$ cat src/rtl/reg_writeback.sv
// reg_writeback: merges ALU results and buffered load results into one registered
// register-file write per cycle, and tracks registers with loads in flight.
// Latency: ALU 1 cycle to reg_write; load 2 cycles from accept to reg_write (empty FIFO).
// Backpressure: ALU has none and always wins; loads see ld_ready low only when the FIFO is full.
// Optional feature macro: WB_BYPASS_EN (forward the presented write to the read ports).
module reg_writeback #(
  parameter int FIFO_DEPTH = 2
) (
  input  logic        clk,
  input  logic        nRST,
  input  logic        alu_valid,
  input  logic [4:0]  alu_rd,
  input  logic [31:0] alu_data,
  input  logic        ld_valid,
  output logic        ld_ready,
  input  logic [4:0]  ld_rd,
  input  logic [31:0] ld_data,
  input  logic        issue_valid,
  input  logic [4:0]  issue_rd,
  input  logic [4:0]  read_index1,
  input  logic [4:0]  read_index2,
  output logic        stall,
  output logic        reg_write,
  output logic [4:0]  write_index,
  output logic [31:0] write_data,
  output logic        fwd_valid1,
  output logic        fwd_valid2,
  output logic [31:0] fwd_data1,
  output logic [31:0] fwd_data2
);

  localparam int AW = $clog2(FIFO_DEPTH);
  localparam logic [AW-1:0] PTR_ONE = 1;
  localparam logic [AW:0]   CNT_ONE = 1;
  localparam logic [AW:0]   CNT_FULL = FIFO_DEPTH;

  // Load buffer storage and pointers
  logic [4:0]    fifo_rd_q   [FIFO_DEPTH];
  logic [31:0]   fifo_data_q [FIFO_DEPTH];
  logic [AW-1:0] wr_ptr_q, wr_ptr_d;
  logic [AW-1:0] rd_ptr_q, rd_ptr_d;
  logic [AW:0]   count_q, count_d;

  logic fifo_full, fifo_empty, push, pop;

  // Selection result for this cycle
  logic        sel_vld;
  logic [4:0]  sel_rd;
  logic [31:0] sel_data;

  // Registered write port; from_fifo_q remembers which path the presented write came from
  logic        reg_write_q, reg_write_d;
  logic [4:0]  write_index_q, write_index_d;
  logic [31:0] write_data_q, write_data_d;
  logic        from_fifo_q, from_fifo_d;

  // Busy scoreboard, bit 0 is never set
  logic [31:0] busy_q, busy_d;
  logic [31:0] set_mask, clr_mask;

  logic stall1, stall2;

  assign fifo_full  = (count_q == CNT_FULL);
  assign fifo_empty = (count_q == '0);
  // ld_ready depends only on the registered count, never on a same-cycle pop
  assign ld_ready   = !fifo_full;
  assign push       = ld_valid && !fifo_full;
  // count_q is registered, so an entry pushed into an empty FIFO is first poppable next cycle
  assign pop        = !alu_valid && !fifo_empty;

  // Pick ALU result first, else FIFO head, and compute FIFO pointer/count updates
  always_comb begin
    sel_vld  = alu_valid || pop;
    sel_rd   = alu_valid ? alu_rd   : fifo_rd_q[rd_ptr_q];
    sel_data = alu_valid ? alu_data : fifo_data_q[rd_ptr_q];

    wr_ptr_d = push ? (wr_ptr_q + PTR_ONE) : wr_ptr_q;
    rd_ptr_d = pop  ? (rd_ptr_q + PTR_ONE) : rd_ptr_q;
    count_d  = count_q;
    if (push && !pop) begin
      count_d = count_q + CNT_ONE;
    end else if (pop && !push) begin
      count_d = count_q - CNT_ONE;
    end
  end

  // Next-state of the write port: x0 targets are consumed without a write; idle cycles hold address/data
  always_comb begin
    reg_write_d   = sel_vld && (sel_rd != 5'd0);
    write_index_d = sel_vld ? sel_rd   : write_index_q;
    write_data_d  = sel_vld ? sel_data : write_data_q;
    from_fifo_d   = pop;
  end

  // Busy update: FIFO-path writes clear, issues set, set wins on collision
  always_comb begin
    set_mask = 32'd0;
    clr_mask = 32'd0;
    if (issue_valid) begin
      set_mask = 32'd1 << issue_rd;
    end
    if (reg_write_q && from_fifo_q) begin
      clr_mask = 32'd1 << write_index_q;
    end
    busy_d    = (busy_q & ~clr_mask) | set_mask;
    busy_d[0] = 1'b0;
  end

  // FIFO storage writes; contents need no reset since pointers define validity
  always_ff @(posedge clk) begin
    if (push) begin
      fifo_rd_q[wr_ptr_q]   <= ld_rd;
      fifo_data_q[wr_ptr_q] <= ld_data;
    end
  end

  // State registers with asynchronous reset
  always_ff @(posedge clk or negedge nRST) begin
    if (!nRST) begin
      wr_ptr_q      <= '0;
      rd_ptr_q      <= '0;
      count_q       <= '0;
      reg_write_q   <= 1'b0;
      write_index_q <= 5'd0;
      write_data_q  <= 32'd0;
      from_fifo_q   <= 1'b0;
      busy_q        <= 32'd0;
    end else begin
      wr_ptr_q      <= wr_ptr_d;
      rd_ptr_q      <= rd_ptr_d;
      count_q       <= count_d;
      reg_write_q   <= reg_write_d;
      write_index_q <= write_index_d;
      write_data_q  <= write_data_d;
      from_fifo_q   <= from_fifo_d;
      busy_q        <= busy_d;
    end
  end

  assign reg_write   = reg_write_q;
  assign write_index = write_index_q;
  assign write_data  = write_data_q;

`ifdef WB_BYPASS_EN
  // Stall on busy sources, except a source whose pending load is being written right now (it is forwarded)
  always_comb begin
    stall1 = busy_q[read_index1] && (read_index1 != 5'd0) &&
             !(reg_write_q && from_fifo_q && (write_index_q == read_index1));
    stall2 = busy_q[read_index2] && (read_index2 != 5'd0) &&
             !(reg_write_q && from_fifo_q && (write_index_q == read_index2));
  end

  assign fwd_valid1 = reg_write_q && (write_index_q == read_index1) && (read_index1 != 5'd0);
  assign fwd_valid2 = reg_write_q && (write_index_q == read_index2) && (read_index2 != 5'd0);
  assign fwd_data1  = write_data_q;
  assign fwd_data2  = write_data_q;
`else
  // Without forwarding, a source being written this cycle is not readable yet, so it stalls too
  always_comb begin
    stall1 = (read_index1 != 5'd0) &&
             (busy_q[read_index1] || (reg_write_q && (write_index_q == read_index1)));
    stall2 = (read_index2 != 5'd0) &&
             (busy_q[read_index2] || (reg_write_q && (write_index_q == read_index2)));
  end

  assign fwd_valid1 = 1'b0;
  assign fwd_valid2 = 1'b0;
  assign fwd_data1  = 32'd0;
  assign fwd_data2  = 32'd0;
`endif

  assign stall = stall1 || stall2;

endmodule

$ cat config.mk
export PLATFORM = sky130hd
export DESIGN_NAME = reg_writeback
export DESIGN_NICKNAME = d
export VERILOG_FILES = /design/src/rtl/reg_writeback.sv
export SDC_FILE = /design/constraint.sdc
export NUM_CORES = 1
export LEC_CHECK = 0
export CAP_MARGIN = 20
export CORE_ASPECT_RATIO = 1.5
export CORE_MARGIN = 3
export CORE_UTILIZATION = 52
export DETAILED_ROUTE_END_ITERATION = 16
export PLACE_DENSITY = 0.86
export SYNTH_ARGS = -nofsm -noshare
export SYNTH_HDL_FRONTEND = slang
export SYNTH_SLANG_ARGS = --single-unit
$ cat constraint.sdc
create_clock -name clk -period 5.85 [get_ports clk]
set_input_delay 1.17 -clock clk [delete_from_list [all_inputs] [get_ports clk]]
set_output_delay 1.17 -clock clk [all_outputs]
set_load 0.05 [all_outputs]
### Word-level counts from Yosys, hierarchy flattened

Memories as Yosys holds them, arrays and structs flattened.
Cells that the tools add are included.

| operators by class | value |
|---|---|
| add/sub/neg operators | 4 |
| $lt $le $gt $ge | 2 |
| equality and inequality tests | 3 |
| shifts and indexed selects | 2 |
| multiplexer cells | 12 |
| bitwise gates (word level) | 3 |
| reductions and logical operators | 24 |

Operators by type and width:

| operator | count |
|---|---|
| $mux W32 | 3 |
| $shl A1 B5 Y32 const A | 2 |
| $and A32 B32 Y32 | 1 |
| $not A32 Y32 | 1 |
| $or A32 B32 Y32 | 1 |
| $reduce_bool A5 Y1 | 3 |
| $lt A5 B6 Y1 const B | 2 |
| $bmux W1 S5 | 2 |
| $eq A5 B5 Y1 | 2 |
| $logic_and A1 B1 Y1 | 10 |
| $logic_not A1 Y1 | 5 |
| $mux W5 | 1 |
| $logic_or A1 B1 Y1 | 4 |
| $mux W1 | 4 |
| $mux W2 | 2 |
| $add A1 B1 Y1 const B | 2 |
| $add A2 B1 Y2 const B | 1 |
| $eq A2 B2 Y1 const B | 1 |
| $logic_not A2 Y1 | 1 |
| $reduce_bool A2 Y1 | 1 |
| $sub A2 B1 Y2 const B | 1 |

| storage, ports and cells | value |
|---|---|
| flip-flop bits (word level) | 74 |
| RAM bits | 74 |
| output and inout port bits | 106 |
| logic and storage cells | 60 |
| memories | 2 |

Memories:

| name | words | bits a word | rd ports | clocked after Yosys merged registers in | write ports | line | source |
|---|---|---|---|---|---|---|---|
| fifo_data_q | 2 | 32 | 1 | 0 | 1 | 39 | `logic [31:0] fifo_data_q [FIFO_DEPTH];` |
| fifo_rd_q | 2 | 5 | 1 | 0 | 1 | 38 | `logic [4:0] fifo_rd_q [FIFO_DEPTH];` |

### Longest topological paths before layout

Gate-level depths: netlist of run 1.

| depth | value |
|---|---|
| depth in word-level cells | 7 |
| gate-level depth with buffers | 8 |

### Worst setup path before layout of run 1

Ideal clock, no wire load.

| timing path | value |
|---|---|
| path type | input port to output port |
| start point | input port read_index1[2] |
| end point | output port stall |
| data arrival time | 2865 ps |
| data required time | 4680 ps |
| setup slack | 1815 ps |
| stages | 6 |
| buffers on the path | 1 |
| cell sequence | clkbuf_1 mux4_2 or2_0 and4_1 a211oi_1 o2111ai_1 |

| on the way | value |
|---|---|
| cells in the longest elaborated chain, start to end | 5 |
| elaborated cells between the ends (all ways) | 8 |
| those cells by class | eq/ne: 1; mux: 2; reduce/logical: 5 |

RTL lines:

| what | line | source |
|---|---|---|
| start: declaration | 20 | `input logic [4:0] read_index1,` |
| $bmux W1 S5 / $eq A5 B5 Y1 (equally long branches) | 161 | `(busy_q[read_index1] \|\| (reg_write_q && (write_index_q == read_index1)));` |
| $mux W1 (not written as such) / $logic_and A1 B1 Y1 (equally long branches) | 161 |  |
| $logic_or A1 B1 Y1 | 161 |  |
| $logic_and A1 B1 Y1 * | 160 | `stall1 = (read_index1 != 5'd0) &&` |
| $logic_or A1 B1 Y1 * | 172 | `assign stall = stall1 \|\| stall2;` |
| end: declaration | 22 | `output logic stall,` |

Every way passes the cells marked *; elsewhere a longest branch is shown, timed or not. The select of a mux whose other input is x is not followed.

### Worst setup path after layout of run 1

| timing path | value |
|---|---|
| start point | input port read_index1[0] |
| end point | output port stall |

The elaborated chain is that of the path after synthesis.

==> results of run 1 <==
[area by class of cell]
| class | instances | area, um2 |
|---|---|---|
| fill | 962 | 4274 |
| sequential | 148 | 4075 |
| multi-input combinational | 428 | 2587 |
| timing repair buffer | 138 | 1394 |
| clock buffer | 17 | 425.4 |
| tap | 159 | 198.9 |
| clock inverter | 15 | 178.9 |
| inverter | 3 | 11.26 |
[flip-flops by register name (all words and copies together) (netlist names)]
name	count
fifo_data_q	64
write_data	32
busy_q	31
fifo_rd_q	10
write_index	5
count_q	2
from_fifo_q	1
rd_ptr_q	1
reg_write	1
wr_ptr_q	1
[per-layer routing]
| layer | GRT usage | part of all wire | vias to the layer above |
|---|---|---|---|
| met5 | 0 | 0 | - |
| met4 | 0.1364 | 0.053 | 0 |
| met3 | 0.05443 | 0.065 | 60 |
| met2 | 0.4347 | 0.56 | 247 |
| met1 | 0.2366 | 0.32 | 2422 |
| li1 | - | - | 2316 |
[cells by family (layout without fill, tap and decap cells)]
kind of cell / count (synthesis) / in the layout / synth area share
simple gates: 137 / 137 / 0.08723
flops: 148 / 148 / 0.5784
mux: 60 / 60 / 0.1109
fa+ha+maj: 1 / 1 / 0.001776
compound gates: 150 / 150 / 0.1126
buf+inv: 100 / 173 / 0.09113
xor+xnor: 14 / 14 / 0.01741
other cells: 1 / 66 / 0.0005324
[power breakdown]
group / leakage (nW) / internal [mW] / switching (mW) / total (mW)
Combinational: 1.64 / 0.601 / 0.991 / 1.59
Sequential: 1.52 / 1.43 / 0.303 / 1.74
Clock: 0.286 / 0.673 / 0.429 / 1.10
[critical path: stages]
cell and delay, ps:
sky130_fd_sc_hd__clkdlybuf4s50_1 820, sky130_fd_sc_hd__mux4_2 560, sky130_fd_sc_hd__mux2_2 270, sky130_fd_sc_hd__a211oi_1 260
sky130_fd_sc_hd__o2111ai_1 130, sky130_fd_sc_hd__clkdlybuf4s50_1 710
[worst min-delay path by stage]
stage | startpoint | end | slack [ps] | cells past startpoint
after global placement | wr_ptr_q | wr_ptr_q | 530 | 1
after CTS | busy_q[20] | busy_q[20] | 560 | 2
after floorplan | wr_ptr_q | wr_ptr_q | 460 | 1
final | busy_q[20] | busy_q[20] | 560 | 2
after detailed placement | busy_q[20] | busy_q[20] | 540 | 2
after global routing | wr_ptr_q | wr_ptr_q | 570 | 1
[cell usage after synthesis (8+ instances only)]
library cell / count / area share
sky130_fd_sc_hd__o21ai_0: 100 / 0.071
sky130_fd_sc_hd__dfrtp_1: 74 / 0.26
sky130_fd_sc_hd__edfxtp_1: 74 / 0.32
sky130_fd_sc_hd__buf_4: 67 / 0.071
sky130_fd_sc_hd__nand2_1: 54 / 0.029
sky130_fd_sc_hd__nor2_1: 47 / 0.025
sky130_fd_sc_hd__mux2i_1: 42 / 0.060
sky130_fd_sc_hd__a21oi_1: 36 / 0.026
sky130_fd_sc_hd__clkbuf_1: 18 / 0.0096
sky130_fd_sc_hd__xnor2_1: 8 / 0.0099
[metrics by stage]
stage | hold slack, ps | instances | cell area, um2
2_1_floorplan | 460.8 | 676 | 7287
5_1_grt | 571.8 | 908 | 8871
4_1_cts | 558.3 | 906 | 8823
3_5_place_dp | 544.7 | 874 | 8219
6_report | 557.7 | 908 | 8871
3_3_place_gp | 527.7 | 874 | 8219
==> metrics.log, run 1 <==
INFO  metric outcome = completed
INFO  metric vias_per_cell = roughly 5.6
INFO  metric grt_start_max_net_pins = 75
INFO  metric min_period = approximately 5100 ps
INFO  metric layout_common_cells = sky130_fd_sc_hd__clkdlybuf4s50_1, sky130_fd_sc_hd__o21ai_0, sky130_fd_sc_hd__edfxtp_1, sky130_fd_sc_hd__dfrtp_1, sky130_fd_sc_hd__conb_1
INFO  metric final_core_util = 0.6749
INFO  metric cts_setup_buffers = 0
INFO  metric cts_hold_buf = 0
INFO  metric r2r_start = count_q[0]
INFO  metric tot_pwr = between 4 and 5 mW
INFO  metric max_h_tree_level = 4
INFO  metric io_pins = 200
INFO  metric post_synth.cell_area_avg = about 12 um2
INFO  metric crit_path_end_kind = primary output
INFO  metric routed-via-count = ~5000
INFO  metric grt_overflow_total = 0
INFO  metric finalWorstSetupSlack = 741.8 ps
INFO  metric finalNetCount = 831
INFO  metric mappedNetlistArea = approximately 7000 um2
INFO  metric rr_endpoint = count_q[1]
INFO  metric grt_util_all_layers = 0.2360
INFO  metric async_flop_share = 0.5000
INFO  metric r2r_setup_slack = around 3800 ps
INFO  metric setup_total_negative_slack = 0 ps
INFO  metric setup.worst_path.end = stall
INFO  metric finalMaxSlewViolations = 0
INFO  metric timing.critical_path.fanout_max = 12
INFO  metric num_antenna_cells = 0
INFO  metric dp_worst_setup_slack = about 740 ps
INFO  metric max_slew_headroom = 0.3491
INFO  metric critical_path.startpoint = read_index1[0]
INFO  metric area_delta_synth_final = 25.95%
INFO  metric ys_seq_area_frac = 0.5784
INFO  metric worstPathArrival = 3940 ps
INFO  metric routed_wire_length_per_instance = 19.11 um
INFO  metric layout_commonest_cell = sky130_fd_sc_hd__clkdlybuf4s50_1
INFO  metric worstSetupPathType = in2out
INFO  metric fp.dieArea = ~15000 um2
INFO  metric remaining_drcs = 0
INFO  metric post-route-period-util = 0.8732
INFO  metric fin_worst_skew = a little under 9 ps
INFO  metric dpl.hpwl = 12410 um
INFO  metric power_per_cell_area = 499.7 nW/um2
INFO  metric yosysUniqueCellTypes = between 40 and 50
INFO  metric layout_cells_sized_above_1 = 0.07877
INFO  metric synth_top_flop_cell = sky130_fd_sc_hd__edfxtp_1
INFO  metric clock_tree_from_tritoncts = done
INFO  metric netlist_instances = roughly 610
INFO  metric clock_sinks = around 150
INFO  metric rr_worst_depth = 7
INFO  metric fp-row-count = approximately 50
INFO  metric input_output_buffers = approximately 130
INFO  metric first_pass_grt_wire_length = approximately 27000 um
INFO  metric clk_path_buf_depth = 2
INFO  metric path_clk_slew = roughly 60 ps
INFO  metric route.antenna.remaining_nets = 0
INFO  metric finalHoldViolCount = 0
INFO  metric synth_enable_flop_cells = 74
INFO  metric iteration_0_drc_markers = around 220
INFO  metric antenna_violations_before_repair = 0
INFO  metric drv.max_cap_violation_count = 0
INFO  metric yosysWarningCount = 0
INFO  metric power.ir.vdd_worst = roughly 0.36 mV
INFO  metric placeableCoreArea = approximately 13000 um2
INFO  metric tightestPinTransition = 976.3 ps
INFO  metric gp_congestion = approximately 1.1
INFO  metric min_delay_path_class = reg2reg
INFO  metric cts.root.buffer_cell = sky130_fd_sc_hd__clkbuf_16
INFO  metric rsz0062_at_grt = no
INFO  metric ctsResizeCount = 0
INFO  metric maxClockFrequency = around 0.20 GHz
INFO  metric critical_path_required = about 4700 ps
INFO  metric die_height = 148.5 um
INFO  metric grt_pass1_vias = between 5000 and 6000
INFO  metric tritoncts.num_buffers = 17
INFO  metric clock_insertion_delay_worst_skew = around 410 ps
INFO  metric power.static_leakage = 3.448 nW
INFO  metric start_kind = input port
INFO  metric finalSetupViolations = 0
INFO  metric postRouteWirelength = 17350 um
INFO  metric chipWidth = between 100 and 150 um
INFO  metric floorplan.initialDensity = 0.5358
INFO  metric drt_pre_antenna_iters = 7
INFO  metric ys_seq_elements = about 150
No activity file was read; power rests on OpenSTA's default activity.
==> inputs of run 2 (changes only) <==
- ABC_AREA: unset -> 0
==> results of run 2 <==
The final DEF is identical to that of run 1; final timing and power are the same.
==> inputs of run 3 (changes only) <==
- HOLD_SLACK_MARGIN: unset -> 0.06
- MAX_ROUTING_LAYER: unset -> met4
- SETUP_SLACK_MARGIN: unset -> 0.1
==> metrics.log, run 3 (synthesis results as in run 1) <==
INFO  metric postRouteWirelength = 17910 um (+3.2%)
INFO  metric tightestPinTransition = 972.1 ps (-4.203 ps)
INFO  metric max_h_tree_level = 4 (unchanged)
INFO  metric cts_setup_buffers = 0 (unchanged)
INFO  metric post-route-period-util = 0.8758 (+0.002618)
INFO  metric clock_insertion_delay_worst_skew = 410 ps (about the same)
INFO  metric netSwitchingPower = 1.712 mW (-0.69%)
INFO  metric finalHoldViolCount = 0 (unchanged)
INFO  metric path_clk_slew = 60 ps (about the same)
INFO  metric chipWidth = 101.0 um (unchanged)
INFO  metric min_delay_path_class = reg2reg
INFO  metric floorplan.initialDensity = 0.5358 (unchanged)
INFO  metric grt_util_all_layers = 0.2473 (+0.01126)
INFO  metric start_kind = input port
INFO  metric finalSetupViolations = 0 (unchanged)
INFO  metric min_period = 5123 ps (+15.32 ps)
INFO  metric clock_tree_from_tritoncts = done
INFO  metric drv.max_cap_violation_count = 0 (unchanged)
INFO  metric clk_path_buf_depth = 2 (unchanged)
INFO  metric regMostFlops = fifo_data_q
INFO  metric grt_start_max_net_pins = 75 (unchanged)
INFO  metric finalMaxSlewViolations = 0 (unchanged)
INFO  metric crit_path_end_kind = primary output
INFO  metric area_delta_synth_final = 25.81%
INFO  metric layout_common_cells = sky130_fd_sc_hd__clkdlybuf4s50_1, sky130_fd_sc_hd__o21ai_0, sky130_fd_sc_hd__edfxtp_1, sky130_fd_sc_hd__dfrtp_1, sky130_fd_sc_hd__conb_1
INFO  metric finalNetCount = 831 (unchanged)
INFO  metric outcome = completed
INFO  metric grt_pass1_vias = 5205 (-0.93%)
INFO  metric die_height = 148.5 um (unchanged)
INFO  metric iteration_0_drc_markers = 264 (+18%)
INFO  metric num_antenna_cells = 0 (unchanged)
INFO  metric critical_path_required = 4680 ps (about the same)
INFO  metric route.antenna.remaining_nets = 0 (unchanged)
INFO  metric drt_pre_antenna_iters = 5 (-2)
INFO  metric p_sw_frac = 0.3865 (-0.002322)
INFO  metric clock_power_share = 0.247 (-0.002)
INFO  metric power_report.internal_total = 2.717 mW (+0.29%)
INFO  metric clock_sinks = 148 (unchanged)
INFO  metric rsz0062_at_grt = no
INFO  metric worstPathArrival = 3950 ps (about the same)
INFO  metric input_output_buffers = 133 (unchanged)
INFO  metric vias_per_cell = 5.584 (+0.50%)
INFO  metric timing.critical_path.fanout_max = 12 (unchanged)
INFO  metric tritoncts.num_buffers = 17 (unchanged)
INFO  metric fp.dieArea = 15010 um2 (unchanged)
INFO  metric power.ir.vdd_worst = 0.3140 mV (-12%)
INFO  metric gp_congestion = 1.146 (+6.1%)
INFO  metric ctsResizeCount = 0 (unchanged)
INFO  metric placeableCoreArea = 13150 um2 (unchanged)
INFO  metric worstSetupPathType = in2out
INFO  metric first_pass_grt_wire_length = 27150 um (+0.97%)
INFO  metric grt_overflow_total = 0 (unchanged)
INFO  metric power.static_leakage = 3.450 nW (about the same)
INFO  metric cts_hold_buf = 0 (unchanged)
INFO  metric power_frac_comb = 0.364 (+0.005)
INFO  metric power_per_cell_area = 499.8 nW/um2 (about the same)
INFO  metric max_slew_headroom = 0.3519 (+0.002802)
INFO  metric stdcell_area = 8861 um2 (-0.11%)
INFO  metric routed-via-count = 5070 (+0.50%)
INFO  metric setup_total_negative_slack = 0 ps (unchanged)
INFO  metric pwr-share-seq = 0.388 (-0.004)
INFO  metric placed_area = 8219 um2 (unchanged)
INFO  metric routed_wire_length_per_instance = 19.72 um (+3.2%)
INFO  metric maxClockFrequency = 0.1952 GHz (-0.30%)
INFO  metric cts.root.buffer_cell = sky130_fd_sc_hd__clkbuf_16
INFO  metric antenna_violations_before_repair = 0 (unchanged)
INFO  metric dpl.hpwl = 12790 um (+3.1%)
INFO  metric layout_cells_sized_above_1 = 0.07477 (-0.004005)
INFO  metric layout_commonest_cell = sky130_fd_sc_hd__clkdlybuf4s50_1
INFO  metric fin_worst_skew = 10.87 ps (+1.986 ps)
INFO  metric flip_flop_count_of_the_largest_register_after_layout = 64 (unchanged)
INFO  metric fp-row-count = 51 (unchanged)
INFO  metric remaining_drcs = 0 (unchanged)
INFO  metric io_pins = 200 (unchanged)
## run 3: changes by cell type in the layout (fill, tap and decap cells not counted)
cell and change:
sky130_fd_sc_hd__clkbuf_1 +3, sky130_fd_sc_hd__buf_16 -1, sky130_fd_sc_hd__clkinv_4 +1, sky130_fd_sc_hd__inv_6 -1
sky130_fd_sc_hd__clkbuf_8 +1, sky130_fd_sc_hd__clkinvlp_4 -3, sky130_fd_sc_hd__clkinv_2 -1, sky130_fd_sc_hd__buf_12 +1
## run 3: final timing paths
path | from | to | slack, ps | cells after the start
worst max-delay path | read_index1[0] | stall | 730 | 6
worst min-delay path | wr_ptr_q | wr_ptr_q | 550 | 1
worst max register to register | count_q[1] | write_data[20] | 3930 | 5
worst min register to register | wr_ptr_q | wr_ptr_q | 550 | 1
max in group asynchronous | nRST | rd_ptr_q | 4260 | 1
min in group asynchronous | nRST | write_index[3] | 910 | 1
## run 3: layout make-up
type,count,area (um2)
clock buffers,21,450.4
clock inverters,11,151.4
fillers,958,4284
inverters,3,11.26
multi-input cells,428,2587
flip-flops and latches,148,4075
well taps,159,198.9
repair buffers,138,1386
## run 3: routing by layer
layer,GRT usage,part of all wire
met5,-,0
met4,0.1297,0.047
met3,0.04552,0.055
met2,0.4446,0.56
met1,0.2500,0.34
## run 3: critical path, cell delays in order
cell,delay [ps]
sky130_fd_sc_hd__clkdlybuf4s50_1,830
sky130_fd_sc_hd__mux4_2,580
sky130_fd_sc_hd__mux2_2,280
sky130_fd_sc_hd__a211oi_1,250
sky130_fd_sc_hd__o2111ai_1,120
sky130_fd_sc_hd__clkdlybuf4s50_1,720
## run 3: power by group through the flow
stage	Combinational [mW]	Sequential, mW	Clock [mW]
3_5_place_dp	1.53	1.78	0
4_1_cts	1.55	1.77	1.11
6_report	1.61	1.72	1.09
2_1_floorplan	0.896	1.88	0
3_3_place_gp	1.49	1.78	0
5_1_grt	1.74	1.75	1.16
## run 3: metrics by stage
step	total power, mW	setup WS, ps	instances	hold slack, ps	utilization
finish	4.429	726.5	908	551.1	0.6741
global route	4.644	537.5	908	574.3	0.6741
detailed placement	3.316	721.4	874	537.9	0.6253
global placement	3.264	749.6	874	530.3	0.6253
floorplan	2.781	1815	676	460.8	-
CTS	4.430	709.5	906	550.0	0.6710
